### src/rtl/morse_pkg.sv
// Shared types and Morse pattern table for the Morse transmit sequencer.
// Patterns are 12 bits, MSB sent first, left-justified.
package morse_pkg;

    typedef logic [2:0] letter_t;

    localparam int PATTERN_W = 12;

    localparam logic [PATTERN_W-1:0] MORSE_PATTERN [8] = '{
        12'b101110000000,
        12'b111010101000,
        12'b111010111010,
        12'b111010100000,
        12'b100000000000,
        12'b101011101000,
        12'b111011101000,
        12'b101010100000
    };

    typedef enum logic [0:0] {
        IDLE,
        SEND
    } state_t;

endpackage

### src/rtl/morse_letter_fifo.sv
// Small letter queue with registered occupancy count.
// Head entry is read combinationally so IDLE can load on the pop edge.
module morse_letter_fifo
    import morse_pkg::*;
#(
    parameter int DEPTH = 4
) (
    input  logic                   clk,
    input  logic                   rst,
    input  logic                   push,
    input  logic                   pop,
    input  letter_t                din,
    output letter_t                dout,
    output logic                   full,
    output logic                   empty,
    output logic [$clog2(DEPTH):0] count
);

    localparam int AW = $clog2(DEPTH);

    letter_t        mem [DEPTH];
    logic [AW-1:0]  wr_ptr;
    logic [AW-1:0]  rd_ptr;
    logic           do_push;
    logic           do_pop;

    assign full    = (count == (AW+1)'(DEPTH));
    assign empty   = (count == '0);
    assign do_push = push && !full;
    assign do_pop  = pop && !empty;
    assign dout    = mem[rd_ptr];

    always_ff @(posedge clk or posedge rst) begin
        if (rst) begin
            wr_ptr <= '0;
            rd_ptr <= '0;
            count  <= '0;
        end else begin
            if (do_push) wr_ptr <= wr_ptr + 1'b1;
            if (do_pop)  rd_ptr <= rd_ptr + 1'b1;
            if (do_push && !do_pop)
                count <= count + 1'b1;
            else if (do_pop && !do_push)
                count <= count - 1'b1;
        end
    end

    // Storage needs no reset: occupancy is tracked by count.
    always_ff @(posedge clk) begin
        if (do_push) mem[wr_ptr] <= din;
    end

endmodule

### src/rtl/morse_tx_sequencer.sv
// Queues Morse letters A-H and serialises their 12-bit patterns,
// holding each symbol bit for TICK = CLOCK_FREQUENCY/2 cycles.
module morse_tx_sequencer
    import morse_pkg::*;
#(
    parameter int CLOCK_FREQUENCY = 500,
    parameter int FIFO_DEPTH      = 4
) (
    input  logic       ClockIn,
    input  logic       Reset,
    input  logic       Start,
    input  logic [2:0] Letter,
    output logic       Ready,
    output logic       Busy,
    output logic       DotDashOut,
    output logic       NewBitOut,
    output logic       LetterDone,
    output logic       Overflow
);

    localparam int TICK = CLOCK_FREQUENCY / 2;
    localparam int TW   = (TICK > 1) ? $clog2(TICK) : 1;
    localparam int CW   = $clog2(FIFO_DEPTH) + 1;

    state_t               state, state_n;
    logic [TW-1:0]        tick, tick_n;
    logic [3:0]           bit_cnt, bit_cnt_n;
    logic [PATTERN_W-1:0] shift, shift_n;
    logic                 new_bit_n;
    logic                 done_n;
    logic                 push;
    logic                 pop;
    logic                 full;
    logic                 empty;
    letter_t              head;
    logic [CW-1:0]        count;

    assign Ready      = (count < CW'(FIFO_DEPTH));
    assign push       = Start && !full;
    assign Busy       = (state == SEND);
    assign DotDashOut = Busy && shift[PATTERN_W-1];

    morse_letter_fifo #(
        .DEPTH (FIFO_DEPTH)
    ) u_fifo (
        .clk   (ClockIn),
        .rst   (Reset),
        .push  (push),
        .pop   (pop),
        .din   (Letter),
        .dout  (head),
        .full  (full),
        .empty (empty),
        .count (count)
    );

    always_ff @(posedge ClockIn or posedge Reset) begin
        if (Reset) begin
            state      <= IDLE;
            tick       <= '0;
            bit_cnt    <= '0;
            shift      <= '0;
            NewBitOut  <= 1'b0;
            LetterDone <= 1'b0;
            Overflow   <= 1'b0;
        end else begin
            state      <= state_n;
            tick       <= tick_n;
            bit_cnt    <= bit_cnt_n;
            shift      <= shift_n;
            NewBitOut  <= new_bit_n;
            LetterDone <= done_n;
            if (Start && !Ready) Overflow <= 1'b1;
        end
    end

    always_comb begin
        state_n   = state;
        tick_n    = tick;
        bit_cnt_n = bit_cnt;
        shift_n   = shift;
        new_bit_n = 1'b0;
        done_n    = 1'b0;
        pop       = 1'b0;
        unique case (state)
            IDLE: begin
                if (!empty) begin
                    pop       = 1'b1;
                    shift_n   = MORSE_PATTERN[head];
                    tick_n    = '0;
                    bit_cnt_n = '0;
                    new_bit_n = 1'b1;
                    state_n   = SEND;
                end
            end
            SEND: begin
                if (tick == TW'(TICK - 1)) begin
                    tick_n  = '0;
                    shift_n = shift << 1;
                    // Last bit boundary ends the letter instead of starting a new bit.
                    if (bit_cnt == 4'd11) begin
                        bit_cnt_n = '0;
                        done_n    = 1'b1;
                        state_n   = IDLE;
                    end else begin
                        bit_cnt_n = bit_cnt + 1'b1;
                        new_bit_n = 1'b1;
                    end
                end else begin
                    tick_n = tick + 1'b1;
                end
            end
            default: state_n = IDLE;
        endcase
    end

endmodule

### config.mk
export PLATFORM = sky130hd
export DESIGN_NAME = morse_tx_sequencer
export DESIGN_NICKNAME = d
export VERILOG_FILES = /design/src/rtl/morse_pkg.sv /design/src/rtl/morse_letter_fifo.sv /design/src/rtl/morse_tx_sequencer.sv
export SDC_FILE = /design/constraint.sdc
export NUM_CORES = 1
export LEC_CHECK = 0
export BUFFER_PORTS_ARGS = -buffer_cell sky130_fd_sc_hd__buf_2
export CAP_MARGIN = 25
export CORE_MARGIN = 3
export CORE_UTILIZATION = 45
export DETAILED_ROUTE_END_ITERATION = 6
export PLACE_DENSITY = 0.76
export RECOVER_POWER = 25
export SYNTH_ARGS = -nofsm -noshare
export SYNTH_HDL_FRONTEND = slang
export SYNTH_HIERARCHICAL = 1
export SYNTH_SLANG_ARGS = --single-unit
### constraint.sdc
create_clock -name ClockIn -period 2 [get_ports ClockIn]
set_input_delay 0.2 -clock ClockIn [delete_from_list [all_inputs] [get_ports ClockIn]]
set_output_delay 0.2 -clock ClockIn [all_outputs]
set_load 0.02 [all_outputs]
==> metrics.csv <==
stage;metric;value;unit
placement;RePlAce Congestion;0.756;
routing;Routed Antenna Nets;0;
worst_setup_path;nature of the critical path endpoint;flop;
sta;Worst-Margin Slew;648;ps
grt;vias in the first global route;1575;
worst_setup_path;crit-path cells;nor3b_4 > nor2b_1 > nor2b_2 > ha_2 > inv_1 > fa_2 > xor2_1 > nor2_1 > xor2_1;
placement;I/O Buffers;11;
routing;Routed WL;4170;µm
sta;final hold vios;0;
worst_setup_path;CP top delay family;simple AND/OR/NAND/NOR gates;
worst_setup_path;Worst R2R End;u_fifo/count[2];
worst_setup_path;Reg-to-Reg Start;u_fifo/count[2];
clock_network;Clock Path Buffers;2;
power;Sw Ratio;33.1;%
status;status;finished clean;
clock_network;htree depth;2;
power;NetSw;0.000898;W
layout;layout net count;237;
routing;initial DRC count;60;
worst_setup_path;critical path's slowest cell;dfrtp_1;
grt;global route overflow;0;
clock_network;Worst-path clk slew;90;ps
worst_setup_path;Worst R2R Setup Slack;70;ps
grt;largest net degree at the start of global routing;27;
placement;dpl cell area;2560;µm²
sta;part of the cycle the worst path needs;96.7;%
routing;highest metal used;met4;
routing;via-per-instance ratio;5.27;
routing;DRC violations left;0;
worst_setup_path;CP endpoint;u_fifo/count[2];
worst_setup_path;Critical Path Stages;9;
sta;hold slack;119;ps
worst_setup_path;worst-path maximum fanout;3;
routing;M1 WL;1970;µm
worst_setup_path;critical path startpoint;u_fifo/count[2];
worst_setup_path;data arrival time of the critical path;2160;ps
floorplan;initial core utilization;46.9;%
routing;wire length on met2;2040;µm
worst_hold_path;Hold Path Class;primary input to flop;
floorplan;I/O Pins;12;
worst_setup_path;Largest stage delay, worst path;430;ps
clock_network;Clk Latency, worst-skew pair;300;ps
clock_network;clk sinks;46;
sta;Slew Limit Headroom;56.8;%
synth;Primary FF master, synth;dfrtp_1;
sta;unrepaired setup endpoints after global routing;yes;
sta;Setup violations, final;0;
power;Pleak;1.18;nW
layout;fin util;52.4;%
synth;ys async rst share;73.9;%
sta;fmax;517;MHz
synth;main combinational cell family by area after synthesis;simple AND/OR/NAND/NOR gates;
floorplan;core box area;5140;µm²
worst_setup_path;Top cell by count, worst path;xor2_1;
floorplan;Die H;79.2;µm
worst_setup_path;worst path bufs/invs;1;
sta;Final Max Tran Viols;0;
synth;synth warn;6;
synth;post-synthesis adder-cell area fraction;6.03;%
synth;dominant cell type by area after synthesis;dfrtp_1;
power;pwr dens;1010;nW/µm²
layout;# diodes;0;
synth;mux cell area share after synthesis;10.4;%
synth;Synth cell types;52;
power;register share of total power;49.4;%
power;Int Power;0.00182;W
grt;global-route wire length before repair;7640;µm
placement;post-detail-place hpwl;2920;µm
synth;top cells by area, synth;dfrtp_1, edfxtp_1, ha_1;
synth;Mapped Area;2410;µm²
layout;share of cells above drive strength 1;28.5;%
clock_network;CTS tree;yes;
synth;sequential cell area fraction in the yosys report;50.3;%
floorplan;Die X;79.2;µm
clock_network;Clock Tree Root;clkbuf_8;
routing;DR WL met3;132;µm
synth;Post-synth EDFFs;12;
job;max_cap viols;0;
routing;router iterations before antenna repair;4;
power;Logic pwr share;28.8;%
synth;Avg Cell Area, Syn;12.2;µm²
floorplan;site row count;26;
worst_setup_path;critical setup path kind;flop to flop;
synth;top-area cell type share of the netlist area;35.3;%
routing;routed vias;1534;
worst_setup_path;required time of the critical path;2230;ps
layout;P&R area growth vs syn;11.8;%
sta;Setup TNS;0;ps
power;Final Power;0.00272;W
power;worst vdd ir;718;µV
floorplan;die area;6270;µm²
synth;Compound-Gate Fraction of Synth Area;9.61;%
grt;gr usage total;15.3;%
layout;Finished Cell Area;2690;µm²
synth;Simple-Gate Fraction of Synth Area;16.5;%
synth;XOR/XNOR share of the synthesized area;2.18;%
power;Clock power frac;21.7;%
sta;minimum clock period;1930;ps
sta;Max Clock Skew;8.00;ps
synth;syn_nets;214;
routing;Wirelength per Cell;14.3;µm
synth;Mapped Cells;197;
worst_setup_path;worst-case reg-to-reg path depth;9;
synth;Synth Register Bits;46;
clock_network;CTS Buf Count;5;
grt;initial antenna violation count;0;
worst_setup_path;Worst setup SP type;flop;
-- worst reg2reg max path: cells and delay by family, from the launching register on --
kind / cells / cell delay [ps]
buffers and inverters: 1 / 50
xor gates and xnor gates: 2 / 290
DFF: 1 / 430
and+or+nand+nor: 4 / 560
adders and majority gates: 2 / 540
-- final cells by class --
type                            instances  area (µm²)
Clock buffer                            5        68.8
Clock inverter                          3        25.0
Fill cell                             478        2450
Inverter                               12        45.0
Multi-Input combinational cell        130        1100
Sequential cell                        46        1210
Tap cell                               70        87.6
Timing Repair Buffer                   25         155
-- synthesized netlist by cell type, types with 3 or more instances --
cell	number
mux2i_1	3
nor2_1	6
dfrtp_1	34
nand4_1	5
o21ai_0	15
a21o_1	3
buf_6	4
nand2_1	12
edfxtp_1	12
xnor2_1	4
nor3_1	3
mux4_2	3
ha_1	10
nor2b_1	4
inv_1	12
nand3b_1	4
mux2_2	3
nor3b_1	3
mux2_4	8
a21oi_1	4
and2_2	4
-- power by group through the flow --
stage,clock (W),combinational [W],sequential (W)
floorplan,0,0.000612,0.00129
finish,0.000590,0.000783,0.00134
CTS,0.000610,0.000786,0.00134
global route,0.000648,0.000894,0.00137
global placement,0,0.000714,0.00134
detailed placement,0,0.000751,0.00135
-- metrics by stage --
step | std cells | setup slack, ps
floorplan | 197 | 4.32
global placement | 279 | 67.7
detailed placement | 279 | 10.3
CTS | 289 | 13.0
global route | 291 | -19.0
finish | 291 | 65.2
-- cells by family after synthesis --
logic type / count (synthesis)
AND/OR/NAND/NOR: 61
flip-flops: 46
AO/OA/AOI/OAI: 35
buffers and inverters: 21
multiplexers: 17
adder cells (fa/ha/maj): 11
XOR/XNOR: 6
-- layout by cell type (no fill, tap or decap), drive strengths merged, types with 3 or more instances in the layout --
cell,count
a21o,3
a21oi,4
and2,6
buf,19
clkbuf,10
dfrtp,34
edfxtp,12
ha,10
inv,13
mux2,11
mux2i,3
mux4,3
nand2,12
nand3b,4
nand4,6
nor2,6
nor2b,5
nor3,3
nor3b,4
o21ai,15
xnor2,4
-- flip-flops by register name (all words and copies together) (netlist names) --
name,cells
u_fifo/mem,12
tick,8
u_fifo/rd_ptr,2
u_fifo/count,3
LetterDone,1
Overflow,1
NewBitOut,1
Busy,1
u_fifo/wr_ptr,2
bit_cnt,4
shift,11
-- worst min-delay path by stage --
stage	start	cells past startpoint	end
2_1_floorplan	Reset	1	u_fifo/count[1]
3_3_place_gp	Reset	2	Overflow
3_5_place_dp	Reset	2	Overflow
4_1_cts	Letter[1]	1	u_fifo/mem[2][1]
5_1_grt	Start	2	Overflow
6_report	Start	2	Overflow
-- per-layer routing --
metal	vias to the layer above	global-route usage (%)
met1	755	20.2
met5	-	0
met2	25	25.3
li1	750	-
met4	0	4.30
met3	4	3.40
-- what timing repair did --
action,CTS,global route
buffers inserted,1,2
endpoints found under the hold margin,24,0
resized for setup,1,4
endpoints found under the setup margin,1,5
pin swaps,1,5
hold buffers,1,0
No activity file was read; power rests on OpenSTA's default activity.
